### config.mk
export PLATFORM = sky130hd
export DESIGN_NAME = multicycle_control
export DESIGN_NICKNAME = d
export VERILOG_FILES = /design/src/rtl/mc_pkg.sv /design/src/rtl/mc_opcode_class.sv /design/src/rtl/multicycle_control.sv
export SDC_FILE = /design/constraint.sdc
export NUM_CORES = 1
export LEC_CHECK = 0
export CORE_MARGIN = 8
export CORE_UTILIZATION = 30
export CTS_CLUSTER_SIZE = 30
export DETAILED_ROUTE_END_ITERATION = 10
export PLACE_DENSITY = 0.6
export SYNTH_ARGS = -nofsm -noshare
export SYNTH_HDL_FRONTEND = slang
export SYNTH_HIERARCHICAL = 1
export SYNTH_SLANG_ARGS = --single-unit
### constraint.sdc
create_clock -name clk -period 3.1 [get_ports clk]
set_input_delay 0.31 -clock clk [delete_from_list [all_inputs] [get_ports clk]]
set_output_delay 0.31 -clock clk [all_outputs]
set_load 0.05 [all_outputs]
### src/rtl/mc_pkg.sv
// Shared types and encodings for the multi-cycle MIPS control sequencer.
// Optional feature macro: MC_ILLEGAL_TRAP_EN (adds TRAP state and illegal_op).
package mc_pkg;

  localparam int unsigned STATE_W  = 4;
  localparam int unsigned OPCODE_W = 6;
  localparam int unsigned SEL_W    = 2;

  // Sequencer states; encodings are visible on state_dbg
  typedef enum logic [STATE_W-1:0] {
    ST_FETCH    = 4'd0,
    ST_DECODE   = 4'd1,
    ST_MEM_ADDR = 4'd2,
    ST_MEM_RD   = 4'd3,
    ST_MEM_WB   = 4'd4,
    ST_MEM_WR   = 4'd5,
    ST_EXEC_R   = 4'd6,
    ST_R_WB     = 4'd7,
    ST_EXEC_I   = 4'd8,
    ST_I_WB     = 4'd9,
    ST_BRANCH   = 4'd10,
    ST_JUMP     = 4'd11
`ifdef MC_ILLEGAL_TRAP_EN
    ,
    ST_TRAP     = 4'd12
`endif
  } state_e;

  // Supported opcodes (IR[31:26])
  localparam logic [OPCODE_W-1:0] OP_RTYPE = 6'h00;
  localparam logic [OPCODE_W-1:0] OP_J     = 6'h02;
  localparam logic [OPCODE_W-1:0] OP_BEQ   = 6'h04;
  localparam logic [OPCODE_W-1:0] OP_ADDI  = 6'h08;
  localparam logic [OPCODE_W-1:0] OP_SLTI  = 6'h0A;
  localparam logic [OPCODE_W-1:0] OP_ANDI  = 6'h0C;
  localparam logic [OPCODE_W-1:0] OP_ORI   = 6'h0D;
  localparam logic [OPCODE_W-1:0] OP_LW    = 6'h23;
  localparam logic [OPCODE_W-1:0] OP_SW    = 6'h2B;

  // ALU operation selects
  localparam logic [SEL_W-1:0] ALU_OP_ADD   = 2'b00;
  localparam logic [SEL_W-1:0] ALU_OP_SUB   = 2'b01;
  localparam logic [SEL_W-1:0] ALU_OP_FUNCT = 2'b10;
  localparam logic [SEL_W-1:0] ALU_OP_IMM   = 2'b11;

  // ALU B operand selects
  localparam logic [SEL_W-1:0] SRC_B_REG     = 2'b00;
  localparam logic [SEL_W-1:0] SRC_B_FOUR    = 2'b01;
  localparam logic [SEL_W-1:0] SRC_B_IMM     = 2'b10;
  localparam logic [SEL_W-1:0] SRC_B_IMM_SH2 = 2'b11;

  // Next-PC source selects
  localparam logic [SEL_W-1:0] PC_SRC_ALU    = 2'b00;
  localparam logic [SEL_W-1:0] PC_SRC_ALUOUT = 2'b01;
  localparam logic [SEL_W-1:0] PC_SRC_JUMP   = 2'b10;

  // Datapath control word
  typedef struct packed {
    logic             pc_write;
    logic             pc_write_cond;
    logic             i_or_d;
    logic             mem_read;
    logic             mem_write;
    logic             ir_write;
    logic             reg_dst;
    logic             mem_to_reg;
    logic             reg_write;
    logic             alu_src_a;
    logic [SEL_W-1:0] alu_src_b;
    logic [SEL_W-1:0] alu_op;
    logic [SEL_W-1:0] pc_source;
    logic             instr_done;
  } ctrl_t;

  // Instruction class flags produced by the opcode decoder
  typedef struct packed {
    logic r_type;
    logic mem;
    logic load;
    logic imm_alu;
    logic branch;
    logic jump;
    logic illegal;
  } op_class_t;

endpackage

### src/rtl/mc_opcode_class.sv
// Combinational opcode-to-instruction-class decode.
module mc_opcode_class
  import mc_pkg::*;
(
  input  logic [OPCODE_W-1:0] opcode,
  output op_class_t           op_class_c
);

  // Map each supported opcode to exactly one class; everything else is illegal
  always_comb begin
    op_class_c = '0;
    case (opcode)
      OP_RTYPE: op_class_c.r_type = 1'b1;
      OP_LW: begin
        op_class_c.mem  = 1'b1;
        op_class_c.load = 1'b1;
      end
      OP_SW:    op_class_c.mem = 1'b1;
      OP_ADDI,
      OP_ANDI,
      OP_ORI,
      OP_SLTI:  op_class_c.imm_alu = 1'b1;
      OP_BEQ:   op_class_c.branch  = 1'b1;
      OP_J:     op_class_c.jump    = 1'b1;
      default:  op_class_c.illegal = 1'b1;
    endcase
  end

endmodule

### src/rtl/multicycle_control.sv
// Multi-cycle MIPS control sequencer: state register, next-state logic,
// registered Moore control word plus mem_ready-gated handshake terms.
// Optional feature macro: MC_ILLEGAL_TRAP_EN (unknown opcodes trap and set
// sticky illegal_op; otherwise they retire silently as a NOP).
module multicycle_control
  import mc_pkg::*;
(
  input  logic                clk,
  input  logic                reset,
  input  logic [OPCODE_W-1:0] opcode,
  input  logic                mem_ready,
  output logic                pc_write,
  output logic                pc_write_cond,
  output logic                i_or_d,
  output logic                mem_read,
  output logic                mem_write,
  output logic                ir_write,
  output logic                reg_dst,
  output logic                mem_to_reg,
  output logic                reg_write,
  output logic                alu_src_a,
  output logic [SEL_W-1:0]    alu_src_b,
  output logic [SEL_W-1:0]    alu_op,
  output logic [SEL_W-1:0]    pc_source,
  output logic                instr_done,
  output logic [STATE_W-1:0]  state_dbg
`ifdef MC_ILLEGAL_TRAP_EN
  ,
  output logic                illegal_op
`endif
);

  state_e    state_q;
  state_e    state_next_c;
  ctrl_t     ctrl_q;
  op_class_t op_class_c;
  logic      imm_add_c;
  logic      fetch_go_c;
  logic      wr_done_c;
`ifdef MC_ILLEGAL_TRAP_EN
  logic      illegal_q;
`endif

  mc_opcode_class u_opcode_class (
    .opcode     (opcode),
    .op_class_c (op_class_c)
  );

  assign imm_add_c = (opcode == OP_ADDI);

  // Moore control word for a state; the word is registered on entry to it
  function automatic ctrl_t moore_decode(input state_e s, input logic imm_add);
    ctrl_t c;
    c = '0;
    case (s)
      ST_FETCH: begin
        c.mem_read  = 1'b1;
        c.i_or_d    = 1'b0;
        c.alu_src_a = 1'b0;
        c.alu_src_b = SRC_B_FOUR;
        c.alu_op    = ALU_OP_ADD;
        c.pc_source = PC_SRC_ALU;
      end
      ST_DECODE: begin
        c.alu_src_a = 1'b0;
        c.alu_src_b = SRC_B_IMM_SH2;
        c.alu_op    = ALU_OP_ADD;
      end
      ST_MEM_ADDR: begin
        c.alu_src_a = 1'b1;
        c.alu_src_b = SRC_B_IMM;
        c.alu_op    = ALU_OP_ADD;
      end
      ST_MEM_RD: begin
        c.mem_read = 1'b1;
        c.i_or_d   = 1'b1;
      end
      ST_MEM_WB: begin
        c.reg_write  = 1'b1;
        c.mem_to_reg = 1'b1;
        c.reg_dst    = 1'b0;
        c.instr_done = 1'b1;
      end
      ST_MEM_WR: begin
        c.mem_write = 1'b1;
        c.i_or_d    = 1'b1;
      end
      ST_EXEC_R: begin
        c.alu_src_a = 1'b1;
        c.alu_src_b = SRC_B_REG;
        c.alu_op    = ALU_OP_FUNCT;
      end
      ST_R_WB: begin
        c.reg_write  = 1'b1;
        c.reg_dst    = 1'b1;
        c.mem_to_reg = 1'b0;
        c.instr_done = 1'b1;
      end
      ST_EXEC_I: begin
        c.alu_src_a = 1'b1;
        c.alu_src_b = SRC_B_IMM;
        c.alu_op    = imm_add ? ALU_OP_ADD : ALU_OP_IMM;
      end
      ST_I_WB: begin
        c.reg_write  = 1'b1;
        c.reg_dst    = 1'b0;
        c.mem_to_reg = 1'b0;
        c.instr_done = 1'b1;
      end
      ST_BRANCH: begin
        c.alu_src_a     = 1'b1;
        c.alu_src_b     = SRC_B_REG;
        c.alu_op        = ALU_OP_SUB;
        c.pc_write_cond = 1'b1;
        c.pc_source     = PC_SRC_ALUOUT;
        c.instr_done    = 1'b1;
      end
      ST_JUMP: begin
        c.pc_write   = 1'b1;
        c.pc_source  = PC_SRC_JUMP;
        c.instr_done = 1'b1;
      end
      default: c = '0;
    endcase
    return c;
  endfunction

  // Next-state selection; memory states hold until mem_ready
  always_comb begin
    state_next_c = state_q;
    case (state_q)
      ST_FETCH:    if (mem_ready) state_next_c = ST_DECODE;
      ST_DECODE: begin
        state_next_c = ST_FETCH;
        if (op_class_c.r_type)       state_next_c = ST_EXEC_R;
        else if (op_class_c.mem)     state_next_c = ST_MEM_ADDR;
        else if (op_class_c.imm_alu) state_next_c = ST_EXEC_I;
        else if (op_class_c.branch)  state_next_c = ST_BRANCH;
        else if (op_class_c.jump)    state_next_c = ST_JUMP;
        else if (op_class_c.illegal) begin
`ifdef MC_ILLEGAL_TRAP_EN
          state_next_c = ST_TRAP;
`else
          state_next_c = ST_FETCH;
`endif
        end
      end
      ST_MEM_ADDR: state_next_c = op_class_c.load ? ST_MEM_RD : ST_MEM_WR;
      ST_MEM_RD:   if (mem_ready) state_next_c = ST_MEM_WB;
      ST_MEM_WB:   state_next_c = ST_FETCH;
      ST_MEM_WR:   if (mem_ready) state_next_c = ST_FETCH;
      ST_EXEC_R:   state_next_c = ST_R_WB;
      ST_R_WB:     state_next_c = ST_FETCH;
      ST_EXEC_I:   state_next_c = ST_I_WB;
      ST_I_WB:     state_next_c = ST_FETCH;
      ST_BRANCH:   state_next_c = ST_FETCH;
      ST_JUMP:     state_next_c = ST_FETCH;
`ifdef MC_ILLEGAL_TRAP_EN
      ST_TRAP:     state_next_c = ST_TRAP;
`endif
      default:     state_next_c = ST_FETCH;
    endcase
  end

  // State register with the control word registered alongside it
  always_ff @(posedge clk) begin
    if (reset) begin
      state_q   <= ST_FETCH;
      ctrl_q    <= moore_decode(ST_FETCH, 1'b0);
`ifdef MC_ILLEGAL_TRAP_EN
      illegal_q <= 1'b0;
`endif
    end else begin
      state_q   <= state_next_c;
      ctrl_q    <= moore_decode(state_next_c, imm_add_c);
`ifdef MC_ILLEGAL_TRAP_EN
      illegal_q <= illegal_q | (state_next_c == ST_TRAP);
`endif
    end
  end

  // Handshake-completion terms that must react to mem_ready in the same cycle
  assign fetch_go_c = (state_q == ST_FETCH)  && mem_ready;
  assign wr_done_c  = (state_q == ST_MEM_WR) && mem_ready;

  // Output stage: reset forces every output low, including the gated terms
  always_comb begin
    pc_write      = 1'b0;
    pc_write_cond = 1'b0;
    i_or_d        = 1'b0;
    mem_read      = 1'b0;
    mem_write     = 1'b0;
    ir_write      = 1'b0;
    reg_dst       = 1'b0;
    mem_to_reg    = 1'b0;
    reg_write     = 1'b0;
    alu_src_a     = 1'b0;
    alu_src_b     = '0;
    alu_op        = '0;
    pc_source     = '0;
    instr_done    = 1'b0;
    state_dbg     = '0;
`ifdef MC_ILLEGAL_TRAP_EN
    illegal_op    = 1'b0;
`endif
    if (!reset) begin
      pc_write      = ctrl_q.pc_write | fetch_go_c;
      pc_write_cond = ctrl_q.pc_write_cond;
      i_or_d        = ctrl_q.i_or_d;
      mem_read      = ctrl_q.mem_read;
      mem_write     = ctrl_q.mem_write;
      ir_write      = ctrl_q.ir_write | fetch_go_c;
      reg_dst       = ctrl_q.reg_dst;
      mem_to_reg    = ctrl_q.mem_to_reg;
      reg_write     = ctrl_q.reg_write;
      alu_src_a     = ctrl_q.alu_src_a;
      alu_src_b     = ctrl_q.alu_src_b;
      alu_op        = ctrl_q.alu_op;
      pc_source     = ctrl_q.pc_source;
      instr_done    = ctrl_q.instr_done | wr_done_c;
      state_dbg     = STATE_W'(state_q);
`ifdef MC_ILLEGAL_TRAP_EN
      illegal_op    = illegal_q;
`endif
    end
  end

endmodule

==> run summary, run 1 <==
- **clock-pin slew of the registers on the worst-case setup and hold paths** 0.10 ns
- **Worst Skew** 0.00476 ns
- **count of nets left with antenna violations after detail routing** 0
- **total via count after detailed routing** 1009
- **wire length reported by the detailed router** 2650 um
- **count of input and output buffers** 29
- **total inserted antenna cells** 0
- **overall overflow remaining after global route** 0
- **number of failing hold endpoints at the final stage** 0
- **Power Dens Cells** 331 nW/um2
- **Clock Latency Late Sink** 0.29 ns
- **die height** 75.8 um
- **highest net fanout along the worst path** 9
- **antenna violations before repair** 0
- **largest net degree at the start of global routing** 15
- **critical path class** reg -> out
- **area added between synthesis and finish** 32.7%
- **max-slew violations** 0
- **flop-to-flop setup slack** 1.20 ns
- **maximum clock path buffer count** 2
- **RSZ-0062 raised after global routing** no
- **worst-case setup slack after placement** 0.432 ns
- **synth warn** 6
- **first-pass GRT wire length** 4420 um
- **run status** finished clean
- **actual transition at the worst max-transition pin** 0.589 ns
- **number of post-CTS setup repair buffers** 0
- **worst slew slack as a fraction of its limit** 60.4%
- **placement row count** 21
- **full die area** 5740 um2
- **post-layout min period** 2.84 ns
- **reported max-cap violation count** 0
- **mean area per synthesized cell** 8.57 um2
- **Arrival @ worst endpoint** 2.53 ns
- **drt wl/cell** 13.3 um
- **Detailed Route Iter0 Violations** 42
- **average vias per placed instance** 5.05
- **number of remaining DRC errors** 0
- **starting utilization of the core area** 31.6%
- **share of final-layout standard cells stronger than drive strength 1** 11.0%
- **final-stage net count** 164
- **core area** 3390 um2
- **netlist area before placement** 1070 um2
- **crit path capture type** primary output
- **hold-fix buffer count after cts** 0
- **I/O pin count** 30
- **number of global-route vias before repair** 970
- **Fmax achieved** 352 MHz
- **Detail Placement HPWL** 2110 um
- **number of nets produced by synthesis** 134
- **quantity of gates resized following cts** 0
- **peak ir drop on the vdd network** 0.142 mV
- **sum of negative setup slack** 0 ns
- **aggregate global-route resource usage** 9.76%
- **overall die width** 75.8 um
- **number of sinks driven by the clock tree** 19
- **first-pass iteration count of the detailed router** 4
- **TritonCTS clock tree** done
- **leak pwr** 0.527 nW
- **CTS Root Cell** sky130_fd_sc_hd__clkbuf_4
- **number of cells produced by synthesis** 125
- **critical path required time** 2.79 ns
- **Tcrit/Tclk final** 91.6%
- **CTS Buf Count** 3
- **deepest level of the CTS H-tree** 1
- **setup ws final** 0.261 ns
- **number of setup violations in the final report** 0
- **GP Congestion** 0.958
- **fill cell instance count of the final layout** 341
- **type of element launching the critical path** flip-flop
- **Worst Hold Class** reg -> reg
==> worst max-delay path, cell delays in order, from the launching register on <==
cell	delay [ns]
sky130_fd_sc_hd__dfxtp_1	0.41
sky130_fd_sc_hd__nor3_1	0.53
sky130_fd_sc_hd__nand3b_1	0.20
sky130_fd_sc_hd__nor2_1	0.17
sky130_fd_sc_hd__or2_2	0.13
sky130_fd_sc_hd__clkdlybuf4s50_1	0.80
==> cell type report <==
class	instances	area [um2]	area share, %
inverter	4	15.0	1.06
sequential	19	380	26.8
timing repair buffer	31	305	21.5
tap	46	57.6	4.05
clock buffer	4	26.3	1.85
multi-input combinational	96	637	44.8
==> registers in the layout, summed over array words and instances, names as in the netlist <==
| register | flops |
|---|---|
| ctrl_q | 15 |
| state_q | 4 |
==> metrics by stage <==
stage                     cells  hold slack [ns]  cell area (um2)  util [%]  power (mW)
after detailed placement    196            0.755             1400      41.2       0.355
after floorplan             125            0.474             1070         -       0.319
after global routing        200            0.855             1420      41.9       0.494
after global placement      196            0.784             1400      41.2       0.354
after CTS                   200            0.787             1420      41.9       0.477
final                       200            0.795             1420      41.9       0.471
==> power breakdown <==
part	internal, mW	switching, mW	leakage [nW]
Combinational	0.0386	0.0575	0.358
Clock	0.0501	0.0713	0.0150
Sequential	0.249	0.00398	0.154
==> layer usage <==
metal  global-route usage [%]  wire, um  vias to the layer above
li1                         -         -                      507
met1                     12.2      1160                      469
met2                     15.4      1280                       29
met3                     3.03       179                        4
met4                     3.20        29                        0
met5                        0         0                        -
==> layout by cell type, fill, tap and decap left out, drive strengths merged, types with 2 or more instances in the layout <==
master         instances
a211oi                 2
nor4b                  2
buf                    2
and3                   2
nor2                  12
clkdlybuf4s50         29
or3                    2
nor2b                 18
clkbuf                 4
dfxtp                 19
o21ai                  4
nand2                  3
or3b                   2
and2                   2
nor3                  10
o21bai                 2
nand2b                 6
a21oi                  4
o211ai                 2
inv                    4
or2                    2
==> worst paths after layout <==
path              start        end  cells after the start
max          state_q[0]   pc_write                      5
max reg2reg  state_q[0]  ctrl_q[0]                      6
min reg2reg  state_q[3]  ctrl_q[5]                      2
min          state_q[3]  ctrl_q[5]                      2
Power figures use the tool's default switching activity.
==> inputs of run 2 (changes only) <==
Settings changed: CAP_MARGIN from default to 20, CELL_PAD_IN_SITES_DETAIL_PLACEMENT from default to 1, CELL_PAD_IN_SITES_GLOBAL_PLACEMENT from default to 2, CORE_UTILIZATION 30 to 29, HOLD_SLACK_MARGIN from default to 0.02, PLACE_DENSITY 0.6 to 0.89.
==> run 2 against run 1 <==
- sequential share of layout area down 0.67 points
- via count down 0.89%
- critical endpoint is now reg_write
- register-to-register slack worse by 0.05 ns
- fmax up 7.4%
==> run summary, run 2 (synthesized netlist as in run 1, its figures left out) <==
- **area added between synthesis and finish** 36.1%
- **WHS Path Cells** 2, unchanged
- **placement row count** 22, +4.8%
- **post-layout min period** 2.64 ns, -0.194 ns
- **overall die width** 76.8 um, +1.3%
- **FF-to-FF Start** state_q[2]
- **critical path class** in -> out
- **I/O pin count** 30, unchanged
- **GP Congestion** 0.785, -18%
- **most frequent cells in the layout** sky130_fd_sc_hd__clkdlybuf4s50_1 (29), sky130_fd_sc_hd__dfxtp_1 (19), sky130_fd_sc_hd__nor2b_1 (18), sky130_fd_sc_hd__nor2_1 (12), sky130_fd_sc_hd__nor3_1 (8)
- **register bank with the most flops** ctrl_q
- **aggregate global-route resource usage** 10.3%, +0.57 points
- **share of final-layout standard cells stronger than drive strength 1** 12.2%, +1.1 points
- **fill cell instance count of the final layout** 434, +27%
- **total via count after detailed routing** 1000, -0.89%
- **full die area** 5890 um2, +2.7%
- **leak pwr** 0.544 nW, +3.2%
- **sum of negative setup slack** 0 ns, unchanged
- **CTS Buf Count** 3, unchanged
- **number of remaining DRC errors** 0, unchanged
- **number of setup violations in the final report** 0, unchanged
- **Detailed Route Iter0 Violations** 49, +17%
- **Power Dens Cells** 357 nW/um2, +7.7%
- **sink of the worst hold path** ctrl_q[5]
- **Critical-path top delay cell** sky130_fd_sc_hd__clkdlybuf4s50_1
- **Clock Latency Late Sink** 0.25 ns, -0.04 ns
- **max-slew violations** 0, unchanged
- **RSZ-0062 raised after global routing** no
- **reported max-cap violation count** 0, unchanged
- **drt wl/cell** 14.8 um, +11%
- **quantity of gates resized following cts** 0, unchanged
- **longest individual stage delay on the worst path** 0.81 ns, about the same
- **Worst Hold Class** reg -> reg
- **number of global-route vias before repair** 1032, +6.4%
- **antenna violations before repair** 0, unchanged
- **largest registers ranked by flip-flop count** ctrl_q: 15 flops, state_q: 4 flops
- **post-place instance area** 1410 um2, +1.3%
- **starting utilization of the core area** 29.7%, -1.9 points
- **number of sinks driven by the clock tree** 19, unchanged
- **type of element launching the critical path** primary input
- **first-pass iteration count of the detailed router** 4, unchanged
- **critical path required time** 2.79 ns, about the same
- **combined area of the multi-input logic cells** 637 um2, unchanged
- **Fmax achieved** 378 MHz, +7.4%
- **Critical Path, Cell by Cell** clkdlybuf4s50_1 > buf_4 > buf_4 > nor2b_1 > clkdlybuf4s50_1
- **overall overflow remaining after global route** 0, unchanged
- **most common cell after layout, fill and taps aside** sky130_fd_sc_hd__clkdlybuf4s50_1
- **number of post-CTS setup repair buffers** 0, unchanged
- **final instance area** 1460 um2, +2.6%
- **area taken by flip-flops and latches** 380 um2, unchanged
- **flop-to-flop setup slack** 1.15 ns, -0.05 ns
- **non-filler cells in the finished layout** 204, +2.0%
- **FF-to-FF path depth** 5, -1
- **deepest level of the CTS H-tree** 1, unchanged
- **final-stage net count** 166, +1.2%
- **Tcrit/Tclk final** 85.3%, -6.3 points
- **Detail Placement HPWL** 2390 um, +13%
- **number of failing hold endpoints at the final stage** 0, unchanged
- **peak ir drop on the vdd network** 0.137 mV, -3.0%
- **Worst Skew** 0.00417 ns, -0.000589 ns
- **run status** finished clean
- **wire length reported by the detailed router** 3010 um, +14%
- **core area** 3610 um2, +6.4%
- **count of nets left with antenna violations after detail routing** 0, unchanged
- **clock-pin slew of the registers on the worst-case setup and hold paths** 0.07 ns, -0.03 ns
- **actual transition at the worst max-transition pin** 0.596 ns, +0.00711 ns
- **destination of the worst register-to-register timing path** ctrl_q[0]
- **Worst Hold Slack** 0.827 ns, +0.0313 ns
- **total inserted antenna cells** 0, unchanged
- **worst slew slack as a fraction of its limit** 59.9%, -0.54 points
- **origin of the worst min-delay path** state_q[3]
- **gate family responsible for the most delay along the worst path** buffers and inverters
- **crit path capture type** primary output
- **die height** 76.8 um, +1.3%
- **hold-fix buffer count after cts** 0, unchanged
- **maximum clock path buffer count** 2, unchanged
- **Arrival @ worst endpoint** 2.33 ns, -0.20 ns
- **number of flip-flops in the largest register** 15, unchanged
- **largest net degree at the start of global routing** 15, unchanged
- **first-pass GRT wire length** 5130 um, +16%
- **count of input and output buffers** 29, unchanged
- **average vias per placed instance** 4.90, -2.8%
- **number of cells after detailed placement** 200, +2.0%
- **number of buffers and inverters on the critical path** 4, +3
- **TritonCTS clock tree** done
- **CTS Root Cell** sky130_fd_sc_hd__clkbuf_8
- **highest net fanout along the worst path** 14, +5
-- run 2: worst register-to-register path: cells and delay by family (launching register included) --
kind	cells	cell delay, ns
DFF	1	0.54
AOI/OAI and AO/OA	3	0.90
and+or+nand+nor	2	0.45
-- run 2: power breakdown --
group | switching [mW] | internal, mW
logic | 0.0587 | 0.0407
clock network | 0.0761 | 0.0911
registers | 0.00382 | 0.250
total | 0.139 | 0.381
-- run 2: worst max path at each step --
stage | end | startpoint | cells after the start | slack (ns)
after floorplan | pc_write | state_q[2] | 5 | 0.79
after global placement | ctrl_q[0] | opcode[0] | 8 | 0.40
after detailed placement | ctrl_q[0] | opcode[0] | 8 | 0.37
after CTS | state_dbg[2] | reset | 5 | 0.42
after global routing | mem_read | reset | 5 | 0.31
final | reg_write | reset | 5 | 0.46
-- run 2: metrics by stage --
stage	util (%)	power [mW]	setup WS, ns
after floorplan	-	0.319	0.789
after global placement	39.2	0.356	0.402
after detailed placement	39.2	0.359	0.371
after CTS	40.4	0.525	0.418
after global routing	40.4	0.543	0.312
final	40.4	0.520	0.456
-- run 2: area by class of cell --
cell class | instances | area share, %
repair buffers | 33 | 22.0
well taps | 48 | 4.12
inverters | 4 | 1.03
clock buffers | 4 | 3.09
flip-flops and latches | 19 | 26.1
multi-input cells | 96 | 43.7
-- run 2: per-layer routing --
layer	up-vias	part of all wire (%)	global-route usage [%]
met5	-	0	0
met4	0	0	2.88
met3	0	3.8	2.10
met2	17	51	18.6
met1	474	45	11.9
li1	509	-	-
